### config.mk
export PLATFORM = sky130hd
export DESIGN_NAME = mesh_timestep_controller
export DESIGN_NICKNAME = d
export VERILOG_FILES = /design/src/rtl/mesh_ctrl_pkg.sv /design/src/rtl/mesh_done_tracker.sv /design/src/rtl/mesh_timestep_controller.sv
export SDC_FILE = /design/constraint.sdc
export NUM_CORES = 1
export LEC_CHECK = 0
export CORE_MARGIN = 2
export CORE_UTILIZATION = 54
export CTS_CLUSTER_DIAMETER = 80
export DETAILED_ROUTE_END_ITERATION = 7
export HOLD_SLACK_MARGIN = 0.03
export PLACE_DENSITY = 0.79
export SYNTH_ARGS = -nofsm -noshare
export SYNTH_HDL_FRONTEND = slang
export SYNTH_SLANG_ARGS = --single-unit
### constraint.sdc
create_clock -name i_clk -period 2.65 [get_ports i_clk]
set_clock_uncertainty 0.1 [all_clocks]
set_input_delay 0.53 -clock i_clk [delete_from_list [all_inputs] [get_ports i_clk]]
set_output_delay 0.53 -clock i_clk [all_outputs]
set_load 0.005 [all_outputs]
### src/rtl/mesh_ctrl_pkg.sv
// Shared definitions for the mesh timestep sequencer: state encoding and
// default drain / watchdog limits.
package mesh_ctrl_pkg;

    typedef enum logic [2:0] {
        ST_IDLE    = 3'd0,
        ST_START   = 3'd1,
        ST_COMPUTE = 3'd2,
        ST_DRAIN   = 3'd3,
        ST_ADVANCE = 3'd4,
        ST_FINISH  = 3'd5
    } state_e;

    localparam int DEF_DRAIN_CYCLES   = 8;
    localparam int DEF_TIMEOUT_CYCLES = 4096;

    // Bits needed to hold values 0..max_val inclusive.
    function automatic int cnt_width(input int max_val);
        return (max_val < 2) ? 1 : $clog2(max_val + 1);
    endfunction

endpackage

### src/rtl/mesh_done_tracker.sv
// Sticky per-node completion mask; all_done also sees this cycle's node_done
// so a completion arriving in the same cycle is not delayed.
module mesh_done_tracker #(
    parameter int NUM_NODES = 4
) (
    input  logic                 i_clk,
    input  logic                 i_rst,
    input  logic                 i_clear,
    input  logic                 i_accum,
    input  logic [NUM_NODES-1:0] i_node_done,
    output logic                 o_all_done
);

    logic [NUM_NODES-1:0] r_mask;
    logic [NUM_NODES-1:0] w_merged;

    assign w_merged   = r_mask | i_node_done;
    assign o_all_done = &w_merged;

    always_ff @(posedge i_clk) begin
        if (i_rst) begin
            r_mask <= '0;
        end else if (i_clear) begin
            r_mask <= '0;
        end else if (i_accum) begin
            r_mask <= w_merged;
        end
    end

endmodule

### src/rtl/mesh_timestep_controller.sv
// Global SNN timestep sequencer: broadcasts step_start, gathers node dones,
// waits for a quiet NoC window, then advances until the run completes.
//   state   | meaning
//   IDLE    | no run; waiting for start
//   START   | step_start broadcast, mask and watchdog cleared
//   COMPUTE | accumulating node_done until every node reports
//   DRAIN   | waiting for DRAIN_CYCLES consecutive noc_idle
//   ADVANCE | bump timestep or finish on the last one
//   FINISH  | one-cycle done pulse
module mesh_timestep_controller
    import mesh_ctrl_pkg::*;
#(
    parameter  int ROWS           = 2,
    parameter  int COLS           = 2,
    parameter  int TS_WIDTH       = 16,
    parameter  int DRAIN_CYCLES   = DEF_DRAIN_CYCLES,
    parameter  int TIMEOUT_CYCLES = DEF_TIMEOUT_CYCLES,
    localparam int NUM_NODES      = ROWS * COLS
) (
    input  logic                 i_clk,
    input  logic                 i_rst,
    input  logic                 i_start,
    input  logic [TS_WIDTH-1:0]  i_num_timesteps,
    input  logic                 i_abort,
    input  logic [NUM_NODES-1:0] i_node_done,
    input  logic                 i_noc_idle,
    output logic                 o_step_start,
    output logic [TS_WIDTH-1:0]  o_timestep,
    output logic                 o_busy,
    output logic                 o_done,
    output logic                 o_timeout_err
);

    localparam int DW = cnt_width(DRAIN_CYCLES);
    localparam int WW = cnt_width(TIMEOUT_CYCLES);

    state_e               r_state;
    state_e               w_next;
    logic                 r_step_start;
    logic                 r_busy;
    logic                 r_done;
    logic                 r_timeout_err;
    logic [TS_WIDTH-1:0]  r_timestep;
    logic [TS_WIDTH-1:0]  r_last;
    logic [DW-1:0]        r_drain_cnt;
    logic [WW-1:0]        r_wd_cnt;

    logic                 w_all_done;
    logic                 w_drain_hit;
    logic                 w_wd_hit;
    logic                 w_is_last;
    logic                 w_in_wd;
    logic                 w_step_start_nxt;
    logic                 w_busy_nxt;
    logic                 w_done_nxt;

    assign w_drain_hit = i_noc_idle && (r_drain_cnt == DW'(DRAIN_CYCLES - 1));
    assign w_wd_hit    = (r_wd_cnt == WW'(TIMEOUT_CYCLES - 1));
    assign w_is_last   = (r_timestep == r_last);
    assign w_in_wd     = (r_state == ST_COMPUTE) || (r_state == ST_DRAIN);

    mesh_done_tracker #(
        .NUM_NODES (NUM_NODES)
    ) u_done_tracker (
        .i_clk       (i_clk),
        .i_rst       (i_rst),
        .i_clear     (r_state == ST_START),
        .i_accum     (r_state == ST_COMPUTE),
        .i_node_done (i_node_done),
        .o_all_done  (w_all_done)
    );

    always_ff @(posedge i_clk) begin
        if (i_rst) begin
            r_state      <= ST_IDLE;
            r_step_start <= 1'b0;
            r_busy       <= 1'b0;
            r_done       <= 1'b0;
        end else begin
            r_state      <= w_next;
            r_step_start <= w_step_start_nxt;
            r_busy       <= w_busy_nxt;
            r_done       <= w_done_nxt;
        end
    end

    // Abort overrides everything outside IDLE; watchdog beats normal progress.
    always_comb begin
        w_next = r_state;
        case (r_state)
            ST_IDLE: begin
                if (i_start) begin
                    w_next = (i_num_timesteps != '0) ? ST_START : ST_FINISH;
                end
            end
            ST_START:   w_next = ST_COMPUTE;
            ST_COMPUTE: begin
                if (w_wd_hit) begin
                    w_next = ST_FINISH;
                end else if (w_all_done) begin
                    w_next = ST_DRAIN;
                end
            end
            ST_DRAIN: begin
                if (w_wd_hit) begin
                    w_next = ST_FINISH;
                end else if (w_drain_hit) begin
                    w_next = ST_ADVANCE;
                end
            end
            ST_ADVANCE: w_next = w_is_last ? ST_FINISH : ST_START;
            ST_FINISH:  w_next = ST_IDLE;
            default:    w_next = ST_IDLE;
        endcase
        if (i_abort && (r_state != ST_IDLE)) begin
            w_next = ST_IDLE;
        end
    end

    always_comb begin
        w_step_start_nxt = (w_next == ST_START);
        w_busy_nxt       = (w_next != ST_IDLE);
        w_done_nxt       = (w_next == ST_FINISH);
    end

    always_ff @(posedge i_clk) begin
        if (i_rst) begin
            r_drain_cnt   <= '0;
            r_wd_cnt      <= '0;
            r_timestep    <= '0;
            r_last        <= '0;
            r_timeout_err <= 1'b0;
        end else begin
            if (r_state == ST_DRAIN) begin
                r_drain_cnt <= i_noc_idle ? (r_drain_cnt + DW'(1)) : '0;
            end else begin
                r_drain_cnt <= '0;
            end

            r_wd_cnt <= w_in_wd ? (r_wd_cnt + WW'(1)) : '0;

            if ((r_state == ST_IDLE) && i_start) begin
                r_timeout_err <= 1'b0;
                if (i_num_timesteps != '0) begin
                    r_last     <= i_num_timesteps - TS_WIDTH'(1);
                    r_timestep <= '0;
                end
            end

            if ((r_state == ST_ADVANCE) && !i_abort && !w_is_last) begin
                r_timestep <= r_timestep + TS_WIDTH'(1);
            end

            if (w_in_wd && !i_abort && w_wd_hit) begin
                r_timeout_err <= 1'b1;
            end
        end
    end

    assign o_step_start  = r_step_start;
    assign o_timestep    = r_timestep;
    assign o_busy        = r_busy;
    assign o_done        = r_done;
    assign o_timeout_err = r_timeout_err;

endmodule

==> flow_summary.yaml <==
setup_path:
  cp-start-kind: "flop"
  r2r-start: "r_wd_cnt[0]$_SDFF_PP0_"
  cp_max_fo: 16
  end_kind: "flop"
  rr_worst_depth: 8
  cp.arrival_ps: 2580
  regToRegSetupSlack_ps: 180
  crit_type: "flop to flop"
  timing.rr.end: "o_timestep[14]$_SDFFE_PP0P_"
  cp.required_ps: 2760
logic_synthesis:
  synth_seq_cells: 60
  synth_commonest_cells: "dfxtp_1 (60), nor2_1 (53), xor2_1 (31)"
  synth_area_um2: 3000
  synth_most_common_cell: "dfxtp_1"
  ys_top_cells_by_area: "dfxtp_1 (40%), xor2_1 (9.0%), nor2_1 (6.6%)"
  netlist_instances: 350
  yosys_most_used_dff: "dfxtp_1"
  synth_top_area_share_pct: 40.0
  synth-edff-count: 0
  ys_types: 46
  ys_seq_area_share_pct: 40.0
  syn_area_per_cell_um2: 8.58
  synth_area_leader_cell: "dfxtp_1"
  ys_async_sr_fraction_pct: 0
  yosys_warnings: 0
  syn-num-nets: 380
layout:
  drive_gt1_share_pct: 12.2
  syn2layout_area_growth_pct: 31.0
  antenna_cells: 0
  nets: 443
pwr:
  powerDensity_nw_per_um2: 562
  peakVddDrop_uv: 431
  power.leakage_nw: 1.46
  power_mw: 2.21
flow_run:
  cap_violations: 0
status:
  outcome: "finished clean"
min_path:
  min_path_cells: 1
  hp-class: "flop to flop"
  worstHoldStart: "r_drain_cnt[0]$_SDFF_PP0_"
  holdPathEnd: "r_drain_cnt[0]$_SDFF_PP0_"
drt:
  drt_wl_total_um: 6580
  drc: 0
  wire_per_inst_um: 13.4
  via_count: 2698
  postRouteAntennaNets: 0
  avgViaCountPerCell: 5.51
  drtIter0Drc: 171
  drtPass1Iterations: 5
clock_network:
  path_clk_slew_ps: 60
  cts_root_buffer: "clkbuf_8"
  cts_tree: "done"
  cts_setup_buffers: 0
  cts_hold_buf: 0
  clock_path_buffers: 2
  clkLatencyLatePin_ps: 340
  cts_buffers: 9
  cts_resized: 0
  htree_levels: 3
  cts_sinks: 60
timing:
  slew_violations: 0
  fin_tns_setup_ps: 0
  finalSetupViolCount: 0
  grt_setup_unrepaired: "false"
  max_freq_mhz: 405
  finalHoldViolCount: 0
  relSlewSlack_pct: 61.5
  finalCriticalPeriod_ps: 2470
  layout_worst_path_cycle_share_pct: 93.3
  tightest_slew_ps: 573
global_routing:
  grt_pass1_vias: 2383
  antenna_found_initial: 0
  grt_first_pass_wirelength_um: 10900
  grt_start_max_net_pins: 38
  overflow: 0
  grtUsageTotal_pct: 22.1
floorplan:
  row_count: 27
  die_h_um: 78.6
  core_um2: 5440
  die_x_um: 78.6
  io_pins: 45
  die-area_um2: 6170
  start_util_pct: 55.2
place:
  hpwl_um: 4620
  portBuffers: 44
  gp_congestion: 0.818
==> critical path, cell delays in order, from the launching register on <==
cell and delay, ps:
dfxtp_1 370, ha_1 270, nand4_4 140, or4_4 580, a21oi_2 160, nor2_1 90
a2111oi_4 340, buf_12 190, a311oi_1 100
==> through the flow <==
stage	area [um^2]	worst slack [ps]	hold slack [ps]	util (%)	cells
global placement	3690	29.0	329	67.8	474
detailed placement	3690	-26.2	340	67.8	474
finish	3930	179	353	72.3	490
CTS	3920	167	354	72.1	490
floorplan	3000	302	318	-	350
global route	3930	27.3	394	72.3	490
==> where the power goes <==
group / leakage, nW / internal (mW) / switching [mW] / total [mW]
logic: 0.855 / 0.146 / 0.138 / 0.284
registers: 0.488 / 0.941 / 0.0310 / 0.972
clock network: 0.116 / 0.607 / 0.348 / 0.955
total: 1.46 / 1.69 / 0.518 / 2.21
==> flip-flops by register name (all words and copies together), names as in the netlist <==
register,count
r_wd_cnt,13
r_drain_cnt,4
o_busy,1
o_timeout_err,1
u_done_tracker.r_mask,4
o_step_start,1
o_done,1
o_timestep,16
r_last,16
r_state,3
==> per-layer routing <==
layer  part of all wire [%]  wire length, um  up-vias  global-route usage [%]
li1                       -                -     1382                       -
met1                     50             3260     1245                    29.2
met2                     45             2980       61                    35.3
met3                    4.0              265       10                    5.06
met4                    1.1               73        0                    8.07
met5                      0                0        -                       0
==> worst max-delay path by stage <==
stage                     cells past startpoint  slack [ps]                     endpoint                   start
after global placement                        9          30   o_timestep[2]$_SDFFE_PP0P_      i_num_timesteps[0]
final                                         8         180  o_timestep[14]$_SDFFE_PP0P_  r_wd_cnt[0]$_SDFF_PP0_
after detailed placement                      9         -30   o_timestep[8]$_SDFFE_PP0P_      i_num_timesteps[7]
after global routing                          8          30  o_timestep[14]$_SDFFE_PP0P_  r_wd_cnt[0]$_SDFF_PP0_
after floorplan                               8         300   o_timestep[0]$_SDFFE_PP0P_  r_wd_cnt[0]$_SDFF_PP0_
after CTS                                     8         170  o_timestep[14]$_SDFFE_PP0P_  r_wd_cnt[0]$_SDFF_PP0_
==> cells by family (layout without fill, tap and decap cells) <==
family | Yosys count | after routing | share of synthesized area, %
AOI/OAI and AO/OA | 74 | 74 | 17.8
xor gates and xnor gates | 42 | 42 | 12.3
adders and majority gates | 6 | 6 | 2.42
buffers and inverters | 25 | 93 | 3.50
DFF | 60 | 60 | 40.0
muxes | 1 | 1 | 0.375
and+or+nand+nor | 142 | 142 | 23.6
==> layout by cell type (no fill, tap or decap), types with 8 or more instances in the layout <==
cell type and instances:
buf_4 21, xnor2_1 11, inv_1 9, a21oi_1 14
nor2_1 53, a211oi_1 19, o21ai_0 9, nor4_1 8
clkdlybuf4s50_1 44, nand3_1 14, xor2_1 31, dfxtp_1 60
nand2b_1 9, a311oi_1 8, clkbuf_8 12, nand2_1 22
==> layout make-up <==
cell class	instances	area, um^2
fill	416	1510
clock inverter	3	67.6
clock buffer	13	169
inverter	9	33.8
tap	72	90.1
sequential	60	1200
multi-input combinational	265	1710
timing repair buffer	68	658
(Power assumes the default switching activity.)
